[src/rtl/regfile_arbiter_pkg.sv]
// Shared definitions for the GPIO/ID register-file arbiter: FSM encodings,
// register map constants and the access-legality check.
package regfile_arbiter_pkg;

  typedef enum logic [1:0] {
    S_IDLE  = 2'd0,
    S_ISSUE = 2'd1,
    S_WAIT  = 2'd2,
    S_RESP  = 2'd3
  } state_t;

  localparam int ADDR_CNAME    = 0;
  localparam int ADDR_CVERSION = 1;
  localparam int MAX_ADDR_DEF  = 81;

  // Register map: two ID registers, then 16 banks of 5 registers each.
  localparam int BANK_BASE    = 2;
  localparam int NUM_BANKS    = 16;
  localparam int BANK_REGS    = 5;
  localparam int OFS_DATA_OUT = 0;
  localparam int OFS_DIR      = 1;
  localparam int OFS_DATA_IN  = 2;
  localparam int OFS_IRQ_EN   = 3;
  localparam int OFS_IRQ_STAT = 4;

  function automatic int bank_reg_addr(input int bank, input int ofs);
    return BANK_BASE + bank * BANK_REGS + ofs;
  endfunction

  // ID registers are read-only; anything past the last bank does not exist.
  function automatic logic access_illegal(input logic [15:0] addr,
                                          input logic        r_wn,
                                          input logic [15:0] max_addr);
    return (addr > max_addr) || (!r_wn && (addr <= 16'(ADDR_CVERSION)));
  endfunction

endpackage

[src/rtl/regfile_arbiter_if.sv]
// Bundle of both requester ports plus the register-file strobe bus.
// Handshake: req is held with stable fields until gnt (one-cycle accept); done
// (one cycle) completes the access with err and rdata valid in that cycle.
interface regfile_arbiter_if #(
  parameter int ADDR_W = 7,
  parameter int DATA_W = 32
);
  import regfile_arbiter_pkg::*;

  logic              req0,   req1;
  logic              r_wn0,  r_wn1;
  logic [ADDR_W-1:0] addr0,  addr1;
  logic [DATA_W-1:0] wdata0, wdata1;
  logic              gnt0,   gnt1;
  logic              done0,  done1;
  logic              err0,   err1;
  logic [DATA_W-1:0] rdata0, rdata1;

  logic              rf_en;
  logic              rf_r_wn;
  logic [ADDR_W-1:0] rf_addr;
  logic [DATA_W-1:0] rf_wdata;
  logic [DATA_W-1:0] rf_rdata;

  state_t            dbg_state;

  modport master (
    output req0, req1, r_wn0, r_wn1, addr0, addr1, wdata0, wdata1, rf_rdata,
    input  gnt0, gnt1, done0, done1, err0, err1, rdata0, rdata1,
           rf_en, rf_r_wn, rf_addr, rf_wdata, dbg_state
  );

  modport slave (
    input  req0, req1, r_wn0, r_wn1, addr0, addr1, wdata0, wdata1, rf_rdata,
    output gnt0, gnt1, done0, done1, err0, err1, rdata0, rdata1,
           rf_en, rf_r_wn, rf_addr, rf_wdata, dbg_state
  );

endinterface

[src/rtl/regfile_arbiter_rr_arb2.sv]
// Two-way round-robin picker. The pointer remembers the last served port and
// resets to 1 so that port 0 wins the first contention.
module rr_arb2 (
  input  logic       clk,
  input  logic       rst_n,
  input  logic [1:0] req,
  input  logic       upd,
  input  logic       upd_id,
  output logic [1:0] grant
);

  logic last_q, last_d;

  always_comb begin
    last_d = upd ? upd_id : last_q;
    grant  = 2'b00;
    case (req)
      2'b01:   grant = 2'b01;
      2'b10:   grant = 2'b10;
      2'b11:   grant = last_q ? 2'b01 : 2'b10;
      default: grant = 2'b00;
    endcase
  end

  always_ff @(posedge clk or negedge rst_n) begin
    if (!rst_n) last_q <= 1'b1;
    else        last_q <= last_d;
  end

endmodule

[src/rtl/regfile_arbiter.sv]
// Shares the GPIO/ID register file between the CPU port (0) and the debug port
// (1): round-robin pick, one access in flight, registered strobes and responses.
module regfile_arbiter
  import regfile_arbiter_pkg::*;
#(
  parameter int                ADDR_W   = 7,
  parameter int                DATA_W   = 32,
  parameter logic [ADDR_W-1:0] MAX_ADDR = ADDR_W'(MAX_ADDR_DEF),
  parameter int                RD_LAT   = 1
) (
  input logic              clk,
  input logic              rst_n,
  regfile_arbiter_if.slave bus
);

  localparam int CNT_W = (RD_LAT > 1) ? $clog2(RD_LAT) : 1;

  state_t            state_q, state_d;
  logic              id_q, id_d;
  logic              r_wn_q, r_wn_d;
  logic [ADDR_W-1:0] addr_q, addr_d;
  logic [DATA_W-1:0] wdata_q, wdata_d;
  logic              ill_q, ill_d;
  logic [CNT_W-1:0]  cnt_q, cnt_d;
  logic              gnt0_q, gnt0_d, gnt1_q, gnt1_d;
  logic              done0_q, done0_d, done1_q, done1_d;
  logic              err0_q, err0_d, err1_q, err1_d;
  logic [DATA_W-1:0] rdata0_q, rdata0_d, rdata1_q, rdata1_d;
  logic              rf_en_q, rf_en_d;
  logic              rf_r_wn_q, rf_r_wn_d;
  logic [ADDR_W-1:0] rf_addr_q, rf_addr_d;
  logic [DATA_W-1:0] rf_wdata_q, rf_wdata_d;

  logic [1:0]        arb_grant;
  logic              arb_upd;
  logic              sel_id, sel_r_wn, sel_ill;
  logic [ADDR_W-1:0] sel_addr;
  logic [DATA_W-1:0] sel_wdata;
  logic              fin, fin_err, fin_load;
  logic [DATA_W-1:0] fin_data;

  rr_arb2 u_arb (
    .clk    (clk),
    .rst_n  (rst_n),
    .req    ({bus.req1, bus.req0}),
    .upd    (arb_upd),
    .upd_id (id_q),
    .grant  (arb_grant)
  );

  assign sel_id    = arb_grant[1];
  assign sel_r_wn  = sel_id ? bus.r_wn1  : bus.r_wn0;
  assign sel_addr  = sel_id ? bus.addr1  : bus.addr0;
  assign sel_wdata = sel_id ? bus.wdata1 : bus.wdata0;
  assign sel_ill   = access_illegal(16'(sel_addr), sel_r_wn, 16'(MAX_ADDR));

  always_comb begin
    state_d    = state_q;
    id_d       = id_q;
    r_wn_d     = r_wn_q;
    addr_d     = addr_q;
    wdata_d    = wdata_q;
    ill_d      = ill_q;
    cnt_d      = cnt_q;
    gnt0_d     = 1'b0;
    gnt1_d     = 1'b0;
    done0_d    = 1'b0;
    done1_d    = 1'b0;
    err0_d     = 1'b0;
    err1_d     = 1'b0;
    rdata0_d   = rdata0_q;
    rdata1_d   = rdata1_q;
    rf_en_d    = 1'b0;
    rf_r_wn_d  = rf_r_wn_q;
    rf_addr_d  = rf_addr_q;
    rf_wdata_d = rf_wdata_q;
    arb_upd    = 1'b0;
    fin        = 1'b0;
    fin_err    = 1'b0;
    fin_load   = 1'b0;
    fin_data   = '0;

    case (state_q)
      S_IDLE: begin
        if (|arb_grant) begin
          id_d    = sel_id;
          r_wn_d  = sel_r_wn;
          addr_d  = sel_addr;
          wdata_d = sel_wdata;
          ill_d   = sel_ill;
          gnt0_d  = arb_grant[0];
          gnt1_d  = arb_grant[1];
          // Outputs are registered, so the strobe is set on entry to ISSUE.
          if (!sel_ill) begin
            rf_en_d    = 1'b1;
            rf_r_wn_d  = sel_r_wn;
            rf_addr_d  = sel_addr;
            rf_wdata_d = sel_wdata;
          end
          state_d = S_ISSUE;
        end
      end
      S_ISSUE: begin
        if (!ill_q && r_wn_q) begin
          cnt_d   = CNT_W'(RD_LAT - 1);
          state_d = S_WAIT;
        end else begin
          // Rejected reads return zero; writes never touch rdata.
          fin      = 1'b1;
          fin_err  = ill_q;
          fin_load = r_wn_q;
          state_d  = S_RESP;
        end
      end
      S_WAIT: begin
        if (cnt_q == '0) begin
          fin      = 1'b1;
          fin_load = 1'b1;
          fin_data = bus.rf_rdata;
          state_d  = S_RESP;
        end else begin
          cnt_d = cnt_q - CNT_W'(1);
        end
      end
      S_RESP: begin
        arb_upd = 1'b1;
        state_d = S_IDLE;
      end
      default: state_d = S_IDLE;
    endcase

    if (fin) begin
      if (id_q) begin
        done1_d = 1'b1;
        err1_d  = fin_err;
        if (fin_load) rdata1_d = fin_data;
      end else begin
        done0_d = 1'b1;
        err0_d  = fin_err;
        if (fin_load) rdata0_d = fin_data;
      end
    end
  end

  always_ff @(posedge clk or negedge rst_n) begin
    if (!rst_n) begin
      state_q    <= S_IDLE;
      id_q       <= 1'b0;
      r_wn_q     <= 1'b0;
      addr_q     <= '0;
      wdata_q    <= '0;
      ill_q      <= 1'b0;
      cnt_q      <= '0;
      gnt0_q     <= 1'b0;
      gnt1_q     <= 1'b0;
      done0_q    <= 1'b0;
      done1_q    <= 1'b0;
      err0_q     <= 1'b0;
      err1_q     <= 1'b0;
      rdata0_q   <= '0;
      rdata1_q   <= '0;
      rf_en_q    <= 1'b0;
      rf_r_wn_q  <= 1'b0;
      rf_addr_q  <= '0;
      rf_wdata_q <= '0;
    end else begin
      state_q    <= state_d;
      id_q       <= id_d;
      r_wn_q     <= r_wn_d;
      addr_q     <= addr_d;
      wdata_q    <= wdata_d;
      ill_q      <= ill_d;
      cnt_q      <= cnt_d;
      gnt0_q     <= gnt0_d;
      gnt1_q     <= gnt1_d;
      done0_q    <= done0_d;
      done1_q    <= done1_d;
      err0_q     <= err0_d;
      err1_q     <= err1_d;
      rdata0_q   <= rdata0_d;
      rdata1_q   <= rdata1_d;
      rf_en_q    <= rf_en_d;
      rf_r_wn_q  <= rf_r_wn_d;
      rf_addr_q  <= rf_addr_d;
      rf_wdata_q <= rf_wdata_d;
    end
  end

  assign bus.gnt0      = gnt0_q;
  assign bus.gnt1      = gnt1_q;
  assign bus.done0     = done0_q;
  assign bus.done1     = done1_q;
  assign bus.err0      = err0_q;
  assign bus.err1      = err1_q;
  assign bus.rdata0    = rdata0_q;
  assign bus.rdata1    = rdata1_q;
  assign bus.rf_en     = rf_en_q;
  assign bus.rf_r_wn   = rf_r_wn_q;
  assign bus.rf_addr   = rf_addr_q;
  assign bus.rf_wdata  = rf_wdata_q;
  assign bus.dbg_state = state_q;

endmodule

[src/flat_wrapper.sv]
// flat-port wrapper written by rule: the top's interface ports become plain ports
module regfile_arbiter_flat import regfile_arbiter_pkg::*;
#(
  parameter int                ADDR_W   = 7,
  parameter int                DATA_W   = 32,
  parameter logic [ADDR_W-1:0] MAX_ADDR = ADDR_W'(MAX_ADDR_DEF),
  parameter int                RD_LAT   = 1
)
  (clk, rst_n, bus_req0, bus_req1, bus_r_wn0, bus_r_wn1, bus_addr0, bus_addr1, bus_wdata0, bus_wdata1, bus_rf_rdata, bus_gnt0, bus_gnt1, bus_done0, bus_done1, bus_err0, bus_err1, bus_rdata0, bus_rdata1, bus_rf_en, bus_rf_r_wn, bus_rf_addr, bus_rf_wdata, bus_dbg_state);
  regfile_arbiter_if #(.ADDR_W(ADDR_W), .DATA_W(DATA_W)) bus_i ();
  input logic clk;
  input logic rst_n;
  input wire logic [$bits(bus_i.req0)-1:0] bus_req0;
  input wire logic [$bits(bus_i.req1)-1:0] bus_req1;
  input wire logic [$bits(bus_i.r_wn0)-1:0] bus_r_wn0;
  input wire logic [$bits(bus_i.r_wn1)-1:0] bus_r_wn1;
  input wire logic [$bits(bus_i.addr0)-1:0] bus_addr0;
  input wire logic [$bits(bus_i.addr1)-1:0] bus_addr1;
  input wire logic [$bits(bus_i.wdata0)-1:0] bus_wdata0;
  input wire logic [$bits(bus_i.wdata1)-1:0] bus_wdata1;
  input wire logic [$bits(bus_i.rf_rdata)-1:0] bus_rf_rdata;
  output wire logic [$bits(bus_i.gnt0)-1:0] bus_gnt0;
  output wire logic [$bits(bus_i.gnt1)-1:0] bus_gnt1;
  output wire logic [$bits(bus_i.done0)-1:0] bus_done0;
  output wire logic [$bits(bus_i.done1)-1:0] bus_done1;
  output wire logic [$bits(bus_i.err0)-1:0] bus_err0;
  output wire logic [$bits(bus_i.err1)-1:0] bus_err1;
  output wire logic [$bits(bus_i.rdata0)-1:0] bus_rdata0;
  output wire logic [$bits(bus_i.rdata1)-1:0] bus_rdata1;
  output wire logic [$bits(bus_i.rf_en)-1:0] bus_rf_en;
  output wire logic [$bits(bus_i.rf_r_wn)-1:0] bus_rf_r_wn;
  output wire logic [$bits(bus_i.rf_addr)-1:0] bus_rf_addr;
  output wire logic [$bits(bus_i.rf_wdata)-1:0] bus_rf_wdata;
  output wire logic [$bits(bus_i.dbg_state)-1:0] bus_dbg_state;
  assign bus_i.req0 = bus_req0;
  assign bus_i.req1 = bus_req1;
  assign bus_i.r_wn0 = bus_r_wn0;
  assign bus_i.r_wn1 = bus_r_wn1;
  assign bus_i.addr0 = bus_addr0;
  assign bus_i.addr1 = bus_addr1;
  assign bus_i.wdata0 = bus_wdata0;
  assign bus_i.wdata1 = bus_wdata1;
  assign bus_i.rf_rdata = bus_rf_rdata;
  assign bus_gnt0 = bus_i.gnt0;
  assign bus_gnt1 = bus_i.gnt1;
  assign bus_done0 = bus_i.done0;
  assign bus_done1 = bus_i.done1;
  assign bus_err0 = bus_i.err0;
  assign bus_err1 = bus_i.err1;
  assign bus_rdata0 = bus_i.rdata0;
  assign bus_rdata1 = bus_i.rdata1;
  assign bus_rf_en = bus_i.rf_en;
  assign bus_rf_r_wn = bus_i.rf_r_wn;
  assign bus_rf_addr = bus_i.rf_addr;
  assign bus_rf_wdata = bus_i.rf_wdata;
  assign bus_dbg_state = bus_i.dbg_state;
  regfile_arbiter #(.ADDR_W(ADDR_W), .DATA_W(DATA_W), .MAX_ADDR(MAX_ADDR), .RD_LAT(RD_LAT)) u_core (.clk(clk), .rst_n(rst_n), .bus(bus_i));
endmodule
[config.mk]
export PLATFORM = sky130hd
export DESIGN_NAME = regfile_arbiter_flat
export DESIGN_NICKNAME = d
export VERILOG_FILES = /design/src/rtl/regfile_arbiter_pkg.sv /design/src/rtl/regfile_arbiter_if.sv /design/src/rtl/regfile_arbiter_rr_arb2.sv /design/src/rtl/regfile_arbiter.sv /design/src/flat_wrapper.sv
export SDC_FILE = /design/constraint.sdc
export NUM_CORES = 1
export LEC_CHECK = 0
export CAP_MARGIN = 25
export CORE_MARGIN = 10
export CORE_UTILIZATION = 25
export DETAILED_ROUTE_END_ITERATION = 16
export PLACE_DENSITY = 0.54
export SYNTH_ARGS = -nofsm -noshare
export SYNTH_HDL_FRONTEND = slang
export SYNTH_SLANG_ARGS = --single-unit
[constraint.sdc]
create_clock -name clk -period 2.3 [get_ports clk]
set_input_delay 0.23 -clock clk [delete_from_list [all_inputs] [get_ports clk]]
set_output_delay 0.23 -clock clk [all_outputs]
set_load 0.01 [all_outputs]
**After elaboration in Yosys (flattened, before gate mapping)**

Index checks and enable logic that the tools add are counted.

- Flip-flop bits (word level): 118
- Output and inout port bits: 113

- $add $sub $neg: 1
- Magnitude comparators: 2
- Equality and inequality tests: 9
- Mux-type cells: 37
- Bitwise operators: 2
- Reduce and logical (&&, ||, !) cells: 14

Operators by type and width:

| operator | number |
|---|---|
| two-way mux 32 bit | 3 |
| two-way mux 1 bit | 25 |
| AND reduction 3 bit | 3 |
| equality test 2 bit, second input constant | 4 |
| one-hot mux 2 bit (4 select lines) | 1 |
| greater-than comparator 7 bit, second input constant | 1 |
| less-or-equal comparator 7 x 1 -> 1 bit, second input constant | 1 |
| two-way mux 7 bit | 1 |
| two-way mux 2 bit | 3 |
| one-hot mux 1 bit (2 select lines) | 3 |
| one-hot mux 2 bit (3 select lines) | 1 |
| AND reduction 2 bit | 3 |
| equality test 2 x 1 -> 1 bit, second input constant | 2 |
| != test 2 x 1 -> 1 bit, second input constant | 2 |
| logical AND 1 bit | 2 |
| logical NOT 1 bit | 2 |
| logical NOT 2 bit | 1 |
| != test 2 bit, second input constant | 1 |
| NOT 1 bit | 2 |
| nonzero test 2 bit | 1 |
| OR reduction 2 bit | 1 |
| logical OR 1 bit | 1 |
| subtractor 1 bit, second input constant | 1 |

**Longest topological paths before layout**

- Depth in word-level cells: 9
- Gate-level depth with buffers: 8
- Depth with buffers taken out: 6

**Modules after synthesis**

Synthesis repeated with hierarchy kept, for this count alone.

- Cell total of the unflattened synthesis: 339
- Area, all modules: 5082.4 sq um

Modules (own cells, without submodules):

| module | times used | cells each | area each (sq um) | seq. area each (sq um) |
|---|---|---|---|---|
| regfile_arbiter | 1 | 333 | 5021.1 | 2902.8 |
| rr_arb2 | 1 | 6 | 61.3 | 26.3 |

**Worst setup path after synthesis**

No wires, ideal clock.

- Kind: reg-to-reg
- Start: register u_core.u_arb.last_q
- End: register u_core.rf_addr_q[0], in the netlist u_core.bus.rf_addr[0]
- Arrival: 1930 ps
- Required time: 2175 ps
- Slack: 244 ps
- Cell stages (with the launch flop): 7
- Buffers on the path: 2
- Clock period less this slack: 2056 ps
- Cells stage by stage: dfstp_2 -> a21bo_2 -> clkbuf_8 -> mux2_4 -> o31ai_4 -> buf_6 -> mux2_4

- Cells in the longest elaborated chain, start to end: 8
- Elaborated cells on any way between the ends: 12
- Classes of those cells: order compare: 2; mux: 4; bitwise: 1; reduce/logical: 5

Ends and longest elaborated chain:

| element | RTL line | text |
|---|---|---|
| from (decl) | regfile_arbiter_rr_arb2.sv:12 | `logic last_q, last_d;` |
| from (signal assigned) | regfile_arbiter_rr_arb2.sv:27 | `else last_q <= last_d;` |
| two-way mux 2 bit (*) | regfile_arbiter_rr_arb2.sv:20 | `2'b11: grant = last_q ? 2'b01 : 2'b10;` |
| one-hot mux 2 bit (3 select lines) (*) | regfile_arbiter_rr_arb2.sv:17 | `case (req)` |
| two-way mux 7 bit or two-way mux 1 bit (tied branches) | regfile_arbiter.sv:53, regfile_arbiter.sv:52 |  |
| less-or-equal comparator 7 x 1 -> 1 bit or logical NOT 1 bit (tied branches) | regfile_arbiter_pkg.sv:34 | `return (addr > max_addr) \|\| (!r_wn && (addr <= 16'(ADDR_CVERSION)));` |
| logical AND 1 bit | regfile_arbiter_pkg.sv:34 |  |
| logical OR 1 bit | regfile_arbiter_pkg.sv:34 |  |
| NOT 1 bit (no line) | -- |  |
| AND reduction 3 bit (no line) | -- |  |
| to (signal assigned) | regfile_arbiter.sv:184 | `rf_addr_q <= rf_addr_d;` |
| to (decl) | regfile_arbiter.sv:31 | `logic [ADDR_W-1:0] rf_addr_q, rf_addr_d;` |

Every way passes the cells marked *; elsewhere a longest branch is shown, timed or not.
A chain may end at the register's enable or synchronous reset.

**Worst setup path after layout**

- Start: register u_core.u_arb.last_q
- End: register u_core.rf_wdata_q[27], in the netlist u_core.bus.rf_wdata[27]

- Cells in the longest elaborated chain, start to end: 8
- Elaborated cells on any way between the ends: 13
- Classes of those cells: order compare: 2; mux: 5; bitwise: 1; reduce/logical: 5

Ends and longest elaborated chain:

| element | RTL line | text |
|---|---|---|
| two-way mux 2 bit (*) | regfile_arbiter_rr_arb2.sv:20 |  |
| one-hot mux 2 bit (3 select lines) (*) | regfile_arbiter_rr_arb2.sv:17 |  |
| two-way mux 7 bit or two-way mux 1 bit (tied branches) | regfile_arbiter.sv:53, regfile_arbiter.sv:52 |  |
| less-or-equal comparator 7 x 1 -> 1 bit or logical NOT 1 bit (tied branches) | regfile_arbiter_pkg.sv:34 |  |
| logical AND 1 bit | regfile_arbiter_pkg.sv:34 |  |
| logical OR 1 bit | regfile_arbiter_pkg.sv:34 |  |
| NOT 1 bit (no line) | -- |  |
| AND reduction 3 bit (no line) | -- |  |
| to (signal assigned) | regfile_arbiter.sv:185 | `rf_wdata_q <= rf_wdata_d;` |
| to (decl) | regfile_arbiter.sv:32 | `logic [DATA_W-1:0] rf_wdata_q, rf_wdata_d;` |

Marks and branches as above.

==> run metrics <==
insertion delay of the later-clocked pin in the worst-skew pair 0.41 ns; Synthesis Warnings 0; arrival time of data at the critical path endpoint 2.48 ns; Finish-stage setup viols 0; slack of the worst reg-to-reg path 0.11 ns; post-route cell area 0.00844 mm²; most used cell, CP sky130_fd_sc_hd__mux2_4; clock transition at the register clock pins on the worst setup and hold paths after CTS 0.05 ns; non-filler instance count after layout 944; fraction of synthesized cell area taken by the top area cell type 0.567; Hold Crit Class input port to asynchronous set/reset pin; via count 4315; number of synthesized register bits 117; GP Congestion 0.825; synthesized net count 540; Worst Clk Skew 0.00712 ns; Chip Height 163 µm; die outline area 0.0266 mm²; peak per-stage delay on the critical path 0.59 ns; most crowded layer after global routing met2; number of buffers created by CTS 17; final period utilization 0.954; drc violations 0; GRT met3 Usage 0.0657; largest net degree at the start of global routing 65; endpoint required time on the critical path 2.59 ns; Critical Path Sink Type flip-flop; EDFF count, synth 0; width of the die 163 µm; standard cell core area 0.0202 mm²; first drt pass iteration count 4; critical path class flip-flop to flip-flop; Rows 52; power per unit of standard cell area 1310 mW/mm²; drt initial violations 179; synthesized netlist cell count 420; leakage power figure 3.69 nW; cell with the most instances after synthesis sky130_fd_sc_hd__nand2_1; number of filler cells placed in the layout 1907; wire length of the first global-routing pass 27000 µm; commonest cells in the synthesized netlist sky130_fd_sc_hd__nand2_1 (122), sky130_fd_sc_hd__dfrtp_1 (116), sky130_fd_sc_hd__a32o_1 (65), sky130_fd_sc_hd__mux2_4 (40), sky130_fd_sc_hd__clkbuf_1 (24); via density per instance 4.57; met2 layer usage reported by global route 0.197; fin. max-slew vios 0; Post-synth ARST share 1.00; total congestion overflow 0; effective utilization at floorplan 0.254; count of buffers inserted at the top-level ports 228; vias in the first global route 4778; sequential share of the synthesized area 0.572; library cell occupying the most area in the post-synthesis netlist sky130_fd_sc_hd__dfrtp_1; detailed placer's ending HPWL 12900 µm; Setup TNS Final 0 ns; GRT met1 Usage 0.154; number of antenna diodes 0; post-detailed-placement cell area 0.00783 mm²; per-instance average area after synthesis 12.2 µm²; clk sinks 117; number of distinct standard cells referenced by the synthesized netlist 36; number of routed nets with antenna violations 0; biggest fanout along the worst timing path 25; cell with the largest stage delay on the worst path sky130_fd_sc_hd__dfstp_2; max-cap viol count 0; Max clock buf depth 2; Clock H-tree levels 4; number of antenna violations at the first check in global routing 0; net total in the final layout 781; Cell Chain, Critical Path a21bo_2, mux2_4, o31ai_4, buf_12, mux2_4; result of the run finished, final reports clean; cells on worst reg2reg path 5; number of cells after detailed placement 911; Total Routed Length 17100 µm; cell area after synthesis 0.00512 mm²; dominant cells by area after synthesis sky130_fd_sc_hd__dfrtp_1 (57%), sky130_fd_sc_hd__a32o_1 (13%), sky130_fd_sc_hd__mux2_4 (12%), sky130_fd_sc_hd__nand2_1 (8.9%), sky130_fd_sc_hd__clkbuf_1 (1.8%); commonest register cell after synthesis sky130_fd_sc_hd__dfrtp_1; transition time at the pin with the least slew margin 0.677 ns; Relative slew margins 0.549; mean routed wirelength per cell 18.1 µm; FF-to-FF End u_core.bus.rf_wdata[27]$_DFFE_PN0P_; Ports 229; signed area change from the synthesized netlist to the final layout 64.8%; kind of start point of the critical path flip-flop; hold violation total from the final report 0; clock tree from TritonCTS built; final critical path time including I/O delays and setup 2.19 ns; launching point of the worst reg2reg path u_core.u_arb.last_q$_DFFE_PN1N_; RSZ-0062 raised after global routing false; Worst IR Drop VDD 0.512 mV; maximum clock rate 0.456 GHz; share of final-layout standard cells stronger than drive strength 1 0.159; total routing resource utilization after global routing 0.128; Clk Tree Root Cell sky130_fd_sc_hd__clkbuf_16
==> registers in the layout (all words and copies together) (netlist names) <==
name and count:
u_core.bus.rf_wdata 32, u_core.r_wn_q 1, u_core.bus.done1 1, u_core.bus.dbg_state 2, u_core.bus.rf_addr 7, u_core.ill_q 1
u_core.bus.err0 1, u_core.u_arb.last_q 1, u_core.bus.rf_r_wn 1, u_core.bus.rdata1 32, u_core.bus.rdata0 32, u_core.bus.gnt0 1
u_core.bus.gnt1 1, u_core.id_q 1, u_core.bus.rf_en 1, u_core.bus.done0 1, u_core.bus.err1 1
==> worst max path at each step <==
stage                                               start                             endpoint  slack, ns  cells after the start
after detailed placement                     bus_addr1[3]  u_core.bus.rf_wdata[27]$_DFFE_PN0P_      -0.17                      7
after global routing      u_core.u_arb.last_q$_DFFE_PN1N_  u_core.bus.rf_wdata[25]$_DFFE_PN0P_       0.01                      5
final                     u_core.u_arb.last_q$_DFFE_PN1N_  u_core.bus.rf_wdata[27]$_DFFE_PN0P_       0.11                      5
after floorplan           u_core.u_arb.last_q$_DFFE_PN1N_    u_core.bus.rf_addr[0]$_DFFE_PN0P_       0.24                      6
after CTS                 u_core.u_arb.last_q$_DFFE_PN1N_  u_core.bus.rf_wdata[27]$_DFFE_PN0P_       0.09                      5
after global placement                       bus_addr1[3]  u_core.bus.rf_wdata[23]$_DFFE_PN0P_      -0.15                      7
==> worst max-delay path, delay by kind of cell (launching register included) <==
family / cells / cell delay (ns)
AOI/OAI and AO/OA: 2 / 0.55
buffers and inverters: 1 / 0.25
muxes: 2 / 0.66
DFF: 1 / 0.59
==> where the power goes <==
part	switching (W)	internal, W
sequential	0.000552	0.00295
clock	0.000927	0.00173
combinational	0.00205	0.00285
total	0.00353	0.00753
==> kinds of logic after synthesis <==
kind of cell / after synthesis / share of synthesized area
muxes: 42 / 0.122
AOI/OAI and AO/OA: 82 / 0.152
and+or+nand+nor: 139 / 0.110
buffers and inverters: 36 / 0.0342
DFF: 117 / 0.572
adders and majority gates: 4 / 0.00978
==> through the flow <==
step	hold slack, ns	utilization	worst slack, ns	power (W)
5_1_grt	0.466	0.418	0.0101	0.0117
3_3_place_gp	0.307	0.388	-0.150	0.00842
6_report	0.402	0.418	0.106	0.0111
4_1_cts	0.411	0.418	0.0863	0.0113
3_5_place_dp	0.312	0.388	-0.168	0.00853
2_1_floorplan	-0.0656	-	0.244	0.00580
==> routing by layer <==
metal | part of all wire | routed length, µm
met3 | 0.11 | 1910
met1 | 0.43 | 7340
met5 | 0 | 0
met2 | 0.45 | 7710
met4 | 0.0088 | 150
==> layout by cell type, fill, tap and decap left out, drive strengths merged <==
| cell | count |
|---|---|
| a211oi | 1 |
| a31o | 1 |
| o21ai | 6 |
| nor2 | 2 |
| and3 | 2 |
| inv | 3 |
| bufinv | 3 |
| clkinvlp | 5 |
| a21o | 1 |
| mux2 | 42 |
| clkinv | 4 |
| a32o | 65 |
| clkbuf | 20 |
| dlygate4sd3 | 1 |
| and2 | 1 |
| ha | 4 |
| nor3 | 4 |
| or3 | 1 |
| o211ai | 1 |
| o31a | 1 |
| and3b | 1 |
| nand3 | 1 |
| a21oi | 2 |
| a21bo | 1 |
| nand2b | 2 |
| nor3b | 1 |
| o31ai | 1 |
| buf | 27 |
| nand2 | 122 |
| clkdlybuf4s50 | 227 |
| a21boi | 1 |
| a31oi | 1 |
| nor2b | 1 |
| dfstp | 1 |
| dfrtp | 116 |
| or4 | 1 |
==> layout make-up <==
cell class	instances	area (µm²)	area share
multi-input combinational	267	2040	0.241
tap	270	338	0.0400
clock buffer	20	447	0.0529
sequential	117	2930	0.347
timing repair buffer	255	2520	0.299
inverter	3	11.3	0.00133
clock inverter	12	155	0.0184
==> timing repair <==
item / CTS / global route
hold endpoints to repair: 45 / 0
setup buffers: 0 / 0
gates resized for setup: 0 / 0
endpoints found under the setup margin: 0 / 0
hold buffers: 1 / 0
(Power assumes the default switching activity.)
